`config.mk`:
```
export PLATFORM = sky130hd
export DESIGN_NAME = fetch_unit
export DESIGN_NICKNAME = d
export VERILOG_FILES = /design/src/rtl/fetch_unit_pkg.sv /design/src/rtl/fetch_buffer.sv /design/src/rtl/fetch_unit.sv
export SDC_FILE = /design/constraint.sdc
export NUM_CORES = 1
export LEC_CHECK = 0
export BUFFER_PORTS_ARGS = -buffer_cell sky130_fd_sc_hd__buf_2
export CAP_MARGIN = 25
export CELL_PAD_IN_SITES_DETAIL_PLACEMENT = 0
export CELL_PAD_IN_SITES_GLOBAL_PLACEMENT = 1
export CORE_MARGIN = 2
export CORE_UTILIZATION = 41
export DETAILED_ROUTE_END_ITERATION = 8
export PLACE_DENSITY_LB_ADDON = 0.1
export SKIP_CTS_REPAIR_TIMING = 1
export SYNTH_ARGS = -nofsm -noshare
export SYNTH_HDL_FRONTEND = slang
export SYNTH_HIERARCHICAL = 1
export SYNTH_SLANG_ARGS = --single-unit
```
`constraint.sdc`:
```
create_clock -name clk -period 2.53 [get_ports clk]
set_clock_uncertainty 0.2 [all_clocks]
set_input_delay 0.506 -clock clk [delete_from_list [all_inputs] [get_ports clk]]
set_output_delay 0.506 -clock clk [all_outputs]
set_load 0.03 [all_outputs]
```
`src/rtl/fetch_unit_pkg.sv`:
```
// ---------------------------------------------------------------------------
// fetch_unit_pkg
// Shared definitions for the instruction fetch unit and its prefetch buffer.
//
// Contents:
//   XLEN / ILEN       address and instruction widths (32 bits each)
//   ENTRY_W           width of one prefetch buffer entry {pc, instr}
//   DEFAULT_RESET_PC  default first fetch address after reset
//   fetch_state_t     fetch FSM state encoding
//   fetch_entry_t     packed view of one buffer entry
//   next_word()       sequential fetch address helper (wraps at 32 bits)
// ---------------------------------------------------------------------------
package fetch_unit_pkg;

    localparam int XLEN    = 32;
    localparam int ILEN    = 32;
    localparam int ENTRY_W = XLEN + ILEN;

    localparam logic [XLEN-1:0] DEFAULT_RESET_PC = 32'h0000_0000;
    localparam logic [XLEN-1:0] WORD_BYTES       = 32'd4;

    // IDLE  : buffer full, no request pending
    // REQ   : mem_req asserted, waiting for a grant
    // WAIT  : one granted request outstanding, waiting for its data
    // FLUSH : a redirected-away request is outstanding; its data is dropped
    typedef enum logic [1:0] {
        ST_IDLE  = 2'd0,
        ST_REQ   = 2'd1,
        ST_WAIT  = 2'd2,
        ST_FLUSH = 2'd3
    } fetch_state_t;

    typedef struct packed {
        logic [XLEN-1:0] pc;
        logic [ILEN-1:0] instr;
    } fetch_entry_t;

    // Sequential next fetch address; natural 32-bit wrap takes
    // 32'hFFFFFFFC back to 32'h00000000.
    function automatic logic [XLEN-1:0] next_word(input logic [XLEN-1:0] pc);
        return pc + WORD_BYTES;
    endfunction

endpackage

```
`src/rtl/fetch_buffer.sv`:
```
// ---------------------------------------------------------------------------
// fetch_buffer
// Two-entry FIFO holding fetched {pc, instruction} pairs in program order.
// The head entry is driven straight from storage registers, so nothing
// on the write side can reach dout combinationally.
//
// Ports:
//   clk, rst_n   clock and asynchronous active-low reset
//   push         write din at the tail (accepted when not full, or when a
//                pop frees a slot in the same cycle)
//   pop          drop the head entry; ignored when empty
//   flush        empty the FIFO; overrides push and pop
//   din          entry to write, {pc, instr}
//   dout         head entry, {pc, instr}
//   count        current occupancy, 0..2
// ---------------------------------------------------------------------------
module fetch_buffer
    import fetch_unit_pkg::*;
#(
    parameter int DEPTH = 2
) (
    input  logic               clk,
    input  logic               rst_n,
    input  logic               push,
    input  logic               pop,
    input  logic               flush,
    input  logic [ENTRY_W-1:0] din,
    output logic [ENTRY_W-1:0] dout,
    output logic [1:0]         count
);

    localparam logic [1:0] FULL_COUNT = 2'(DEPTH);

    logic [ENTRY_W-1:0] slots [2];
    logic               rd_ptr;
    logic               wr_ptr;
    logic               do_push;
    logic               do_pop;

    // A pop on an empty FIFO must not move the read pointer, and a push
    // into a full FIFO is only legal when the head leaves in the same cycle.
    always_comb begin
        do_pop  = pop && (count != 2'd0);
        do_push = push && ((count != FULL_COUNT) || do_pop);
    end

    // Storage, pointers and occupancy. Flush resets the pointers but leaves
    // the slot contents alone; they are meaningless once count is zero.
    // Push and pop together leave the occupancy unchanged.
    always_ff @(posedge clk or negedge rst_n) begin
        if (!rst_n) begin
            slots[0] <= '0;
            slots[1] <= '0;
            rd_ptr   <= 1'b0;
            wr_ptr   <= 1'b0;
            count    <= 2'd0;
        end else if (flush) begin
            rd_ptr   <= 1'b0;
            wr_ptr   <= 1'b0;
            count    <= 2'd0;
        end else begin
            if (do_push) begin
                slots[wr_ptr] <= din;
                wr_ptr        <= ~wr_ptr;
            end
            if (do_pop) begin
                rd_ptr <= ~rd_ptr;
            end
            count <= count + {1'b0, do_push} - {1'b0, do_pop};
        end
    end

    assign dout = slots[rd_ptr];

endmodule

```
`src/rtl/fetch_unit.sv`:
```
// ---------------------------------------------------------------------------
// fetch_unit
// Instruction fetch front end: issues one word-aligned request at a time to
// instruction memory, collects the returned words into a 2-entry prefetch
// buffer and presents the oldest one to decode. A redirect empties the
// buffer, restarts fetching at the new address and discards any data still
// owed by memory for the abandoned request.
//
// Parameters:
//   RESET_PC    first fetch address after reset (bits [1:0] must be zero)
//   BUF_DEPTH   prefetch buffer entries (only 2 is supported)
//
// Ports:
//   clk, rst_n   clock and asynchronous active-low reset
//   mem_req      fetch request, high only in REQ
//   mem_addr     fetch address (current fetch_pc)
//   mem_gnt      memory accepted the request this cycle
//   mem_valid    memory returns read data this cycle
//   mem_rdata    returned instruction word
//   redirect     single-cycle branch/exception redirect
//   redirect_pc  new fetch address, low two bits ignored
//   ir           instruction at the buffer head
//   ir_pc        fetch address of ir
//   ir_valid     ir/ir_pc hold a valid instruction
//   ir_ack       decode consumes ir this cycle (ignored while ir_valid=0)
// ---------------------------------------------------------------------------
module fetch_unit
    import fetch_unit_pkg::*;
#(
    parameter logic [XLEN-1:0] RESET_PC  = DEFAULT_RESET_PC,
    parameter int              BUF_DEPTH = 2
) (
    input  logic            clk,
    input  logic            rst_n,
    output logic            mem_req,
    output logic [XLEN-1:0] mem_addr,
    input  logic            mem_gnt,
    input  logic            mem_valid,
    input  logic [ILEN-1:0] mem_rdata,
    input  logic            redirect,
    input  logic [XLEN-1:0] redirect_pc,
    output logic [ILEN-1:0] ir,
    output logic [XLEN-1:0] ir_pc,
    output logic            ir_valid,
    input  logic            ir_ack
);

    localparam logic [1:0] BUF_FULL = 2'(BUF_DEPTH);

    fetch_state_t    state;
    fetch_state_t    next_state;

    logic [XLEN-1:0] fetch_pc;
    logic [XLEN-1:0] grant_pc;
    logic [XLEN-1:0] redirect_target;
    logic            unused_redirect_bits;

    logic            granted;
    logic            buf_push;
    logic            buf_pop;
    logic [1:0]      occupancy;
    logic [2:0]      occ_after;
    fetch_entry_t    push_entry;
    fetch_entry_t    head;

    assign redirect_target      = {redirect_pc[XLEN-1:2], 2'b00};
    assign unused_redirect_bits = ^redirect_pc[1:0];

    // Handshake qualifiers. Data is only ever accepted in WAIT, which is
    // what makes mem_valid in any other state (including straight after
    // reset) harmless. A redirect kills the push for data arriving in the
    // same cycle; the buffer flush also overrides any pop.
    always_comb begin
        granted    = (state == ST_REQ) && mem_gnt;
        buf_push   = (state == ST_WAIT) && mem_valid && !redirect;
        buf_pop    = ir_ack && ir_valid;
        occ_after  = {1'b0, occupancy} + {2'b0, buf_push} - {2'b0, buf_pop};
        push_entry = '{pc: grant_pc, instr: mem_rdata};
    end

    // State register.
    always_ff @(posedge clk or negedge rst_n) begin
        if (!rst_n) begin
            state <= ST_IDLE;
        end else begin
            state <= next_state;
        end
    end

    // Next-state logic. Only one granted request is ever in flight, so a
    // redirect after the grant cannot simply restart: it has to go through
    // FLUSH to soak up the data memory still owes. IDLE re-checks the
    // registered occupancy, so a pop there restarts fetching one cycle
    // later; WAIT instead looks at the occupancy after this cycle's push
    // and pop so a steady stream never stalls.
    always_comb begin
        next_state = state;
        case (state)
            ST_IDLE: begin
                if (redirect || (occupancy < BUF_FULL)) begin
                    next_state = ST_REQ;
                end
            end
            ST_REQ: begin
                if (mem_gnt) begin
                    next_state = redirect ? ST_FLUSH : ST_WAIT;
                end
            end
            ST_WAIT: begin
                if (redirect) begin
                    next_state = mem_valid ? ST_REQ : ST_FLUSH;
                end else if (mem_valid) begin
                    next_state = (occ_after < {1'b0, BUF_FULL}) ? ST_REQ : ST_IDLE;
                end
            end
            ST_FLUSH: begin
                if (mem_valid) begin
                    next_state = ST_REQ;
                end
            end
            default: next_state = ST_IDLE;
        endcase
    end

    // Memory-side outputs. The address is held in fetch_pc, which only
    // moves on a grant or a redirect, so an ungranted request stays stable.
    always_comb begin
        mem_req  = (state == ST_REQ);
        mem_addr = fetch_pc;
    end

    // Fetch address tracking. grant_pc remembers which address the
    // outstanding request was for, since fetch_pc has already advanced by
    // the time its data comes back. A redirect always wins over the
    // post-grant increment.
    always_ff @(posedge clk or negedge rst_n) begin
        if (!rst_n) begin
            fetch_pc <= RESET_PC;
            grant_pc <= RESET_PC;
        end else begin
            if (redirect) begin
                fetch_pc <= redirect_target;
            end else if (granted) begin
                fetch_pc <= next_word(fetch_pc);
            end
            if (granted) begin
                grant_pc <= fetch_pc;
            end
        end
    end

    fetch_buffer #(
        .DEPTH (BUF_DEPTH)
    ) u_buffer (
        .clk   (clk),
        .rst_n (rst_n),
        .push  (buf_push),
        .pop   (buf_pop),
        .flush (redirect),
        .din   (push_entry),
        .dout  (head),
        .count (occupancy)
    );

    // Decode-side outputs come straight from the buffer head registers.
    assign ir       = head.instr;
    assign ir_pc    = head.pc;
    assign ir_valid = (occupancy != 2'd0);

endmodule
```
==> results.md <==
- Status: complete, no violations
- Clk root buf: clkbuf_16
- Drt drc: 0
- Hold depth: 3
- Final Wtd Congestion: 0.8221
- Worst stage delay on the critical path: 430 ps
- Startpoint Class: register
- Post-synth EDFFs: 0
- Ant diodes: 0
- GRT Residual Overflow: 0
- Initial core utilization: 41.80%
- CTS H-tree lvls: 4
- Worst reg2reg path depth: 7
- First-pass GRT wire length: 34690 um
- Final Core Density: 50.99%
- Area of the multi-input gates: 4064 sq um
- Leak Pwr: 5.331 nW
- #FFs+latches synth: 194
- Worst Path Required: 1820 ps
- Hold crit path type: input port to register
- Setup violators final: 0
- CP Cell Sequence: buf_12, mux2_2, buf_2
- Final hold vios: 0
- Setup TNS: 0 ps
- P_sw: 3.804 mW
- Fillers: 1955
- IO Count: 168
- Die H: 153.2 um
- FFs w/ async S/R, synth: 100.0%
- Nets: 941
- Switch share: 35.89%
- Critical path arrival: 1750 ps
- Dpl ws: -44.84 ps
- Slew headroom: 64.72%
- Crit-path slowest cell: dfrtp_4
- Crit path kind: register to output pin
- RSZ-0062 raised after global routing: yes
- Site row count: 54
- Peak supply drop: 0.4810 mV
- CP endpoint kind: output pin
- CTS clk-pin slew, worst paths: 70 ps
- Clock Power Share: 24.4%
- Max-cap viol count: 0
- Syn_area_per_cell: 13.60 sq um
- Vias in the first global route: 6432
- Sequential area share after synthesis: 53.22%
- Non-filler cells, final: 1155
- Seq pwr share: 41.5%
- Gate count of the mapped netlist: 671
- Pwr Total: 10.60 mW
- DR WL/cell: 18.77 um
- First DRT Iteration DRCs: 270
- Clk_lat worst skew: 430 ps
- Clock Sinks: 194
- Reg area: 4858 sq um
- Vias: 6023
- Main synth FF type: dfrtp_1
- Worst-margin pin slew: 529.2 ps
- Fmax: 0.4075 GHz
- Die area: 23460 sq um
- Largest net degree at the start of global routing: 77
- Initial antenna violation count: 0
- Cells after DPL: 1118
- CTS Buf Count: 17
- Area growth, synth to finish: 21.97%
- First drt pass iteration count: 4
- Post-DRT Antenna Nets: 0
- Layout cells sized above 1: 53.14%
- Yosys warns: 6
- R2R Setup Slk: 120 ps
- Comb pwr share: 34.0%
- Fin crit share: 96.99%
- Pwr dens: 952.8 nW/um^2
- GRT Total Usage: 18.60%
- Dpl cell area: 10500 sq um
- Min cycle time layout: 2454 ps
- Internal: 6.797 mW
- Die width: 153.2 um
- CTS tree: yes
- Mapped Area: 9122 sq um
- Highest net fanout along the worst path: 44
- Post-synthesis cell type count: 45
- Hold WS: 88.35 ps
- Post-route cell area: 11130 sq um
- Post-DP HPWL: 14690 um
- Port Buf Inserts: 163
- Routed WL: 21680 um
- Vias per cell: 5.215
- Core ar.: 21820 sq um
- Max Slew Vio Count: 0
- Worst setup margin: 76.17 ps
- CTS max path bufs: 2
critical path: cells and delay by family (launching register included):
| kind | cells | cell delay, ps |
|---|---|---|
| muxes | 1 | 380 |
| DFF | 1 | 430 |
| buffers and inverters | 2 | 450 |
final timing paths:
check / start / endpoint
max: u_buffer/rd_ptr / ir_pc[15]
min: redirect_pc[9] / mem_addr[9]
max reg2reg: state[0] / u_buffer/slots[0]
min reg2reg: u_buffer/slots[1] / u_buffer/slots[1]
max in group asynchronous: rst_n / u_buffer/rd_ptr
min in group asynchronous: rst_n / u_buffer/slots[73]
placed cells by master, fill, tap and decap left out, types with 3 or more instances in the layout:
| cell | synthesis | layout |
|---|---|---|
| nand4_1 | 4 | 4 |
| buf_2 | 2 | 162 |
| ha_1 | 8 | 7 |
| nand3_1 | 13 | 11 |
| mux2_1 | 4 | 4 |
| o21ai_0 | 19 | 19 |
| o31ai_1 | 15 | 15 |
| inv_8 | 0 | 4 |
| or4_1 | 18 | 18 |
| nand2_1 | 33 | 31 |
| buf_4 | 7 | 28 |
| inv_1 | 15 | 15 |
| nor2_1 | 24 | 24 |
| mux2_4 | 60 | 60 |
| or3_1 | 6 | 6 |
| xnor2_1 | 9 | 9 |
| dfrtp_1 | 194 | 193 |
| buf_12 | 0 | 9 |
| conb_1 | 1 | 6 |
| clkbuf_16 | 0 | 17 |
| clkinv_2 | 0 | 3 |
| a31oi_1 | 17 | 17 |
| or4_4 | 1 | 3 |
| inv_6 | 0 | 4 |
| xor2_1 | 6 | 6 |
| mux2_2 | 155 | 155 |
sequential cells by signal, summed over array words and instances (netlist names):
| signal | count |
|---|---|
| u_buffer/slots | 128 |
| grant_pc | 30 |
| mem_addr | 30 |
| state | 2 |
| u_buffer/count | 2 |
| u_buffer/rd_ptr | 1 |
| u_buffer/wr_ptr | 1 |
cells by family after synthesis:
group | synth area share, %
mux | 29.72
flops | 53.22
simple gates | 6.981
compound gates | 4.128
buf+inv | 3.155
xor+xnor | 1.440
fa+ha+maj | 1.317
other cells | 0.04111
power by group through the flow:
stage               Sequential (mW)  Clock [mW]  Combinational, mW
floorplan                      4.43           0               2.54
global placement               4.39           0               3.55
finish                         4.40        2.59               3.61
CTS                            4.41        2.67               3.63
global route                   4.52        2.83               3.87
detailed placement             4.47           0               3.61
cells in the mapped netlist, types with 6 or more instances:
master    count  area (sq um)
nand3_1      13         65.06
o31ai_1      15         112.6
clkbuf_1     20         75.07
a31oi_1      17         106.4
dfrtp_1     194          4855
o21ai_0      19         95.09
or3_1         6         37.54
ha_1          8         100.1
buf_6         8         90.09
nor2_1       24         90.09
buf_4         7         52.55
or4_1        18         135.1
inv_1        15         56.30
mux2_4       60         900.9
mux2_2      155          1745
xnor2_1       9         78.83
xor2_1        6         52.55
nand2_1      33         123.9
layout make-up:
type | instances | area share (%)
Sequential cell | 194 | 43.66
Multi-Input combinational cell | 431 | 36.52
Timing Repair Buffer | 202 | 11.11
Clock buffer | 18 | 3.947
Tap cell | 280 | 3.149
Clock inverter | 14 | 1.068
Inverter | 16 | 0.5398
layer usage:
metal	global-route usage, %	vias up	routed length, um
li1	-	2808	-
met1	24.90	3069	9663
met2	30.19	128	10730
met3	4.168	18	914
met4	5.908	0	373
met5	0	-	0
Note: power is estimated with default switching activity, not from simulation.
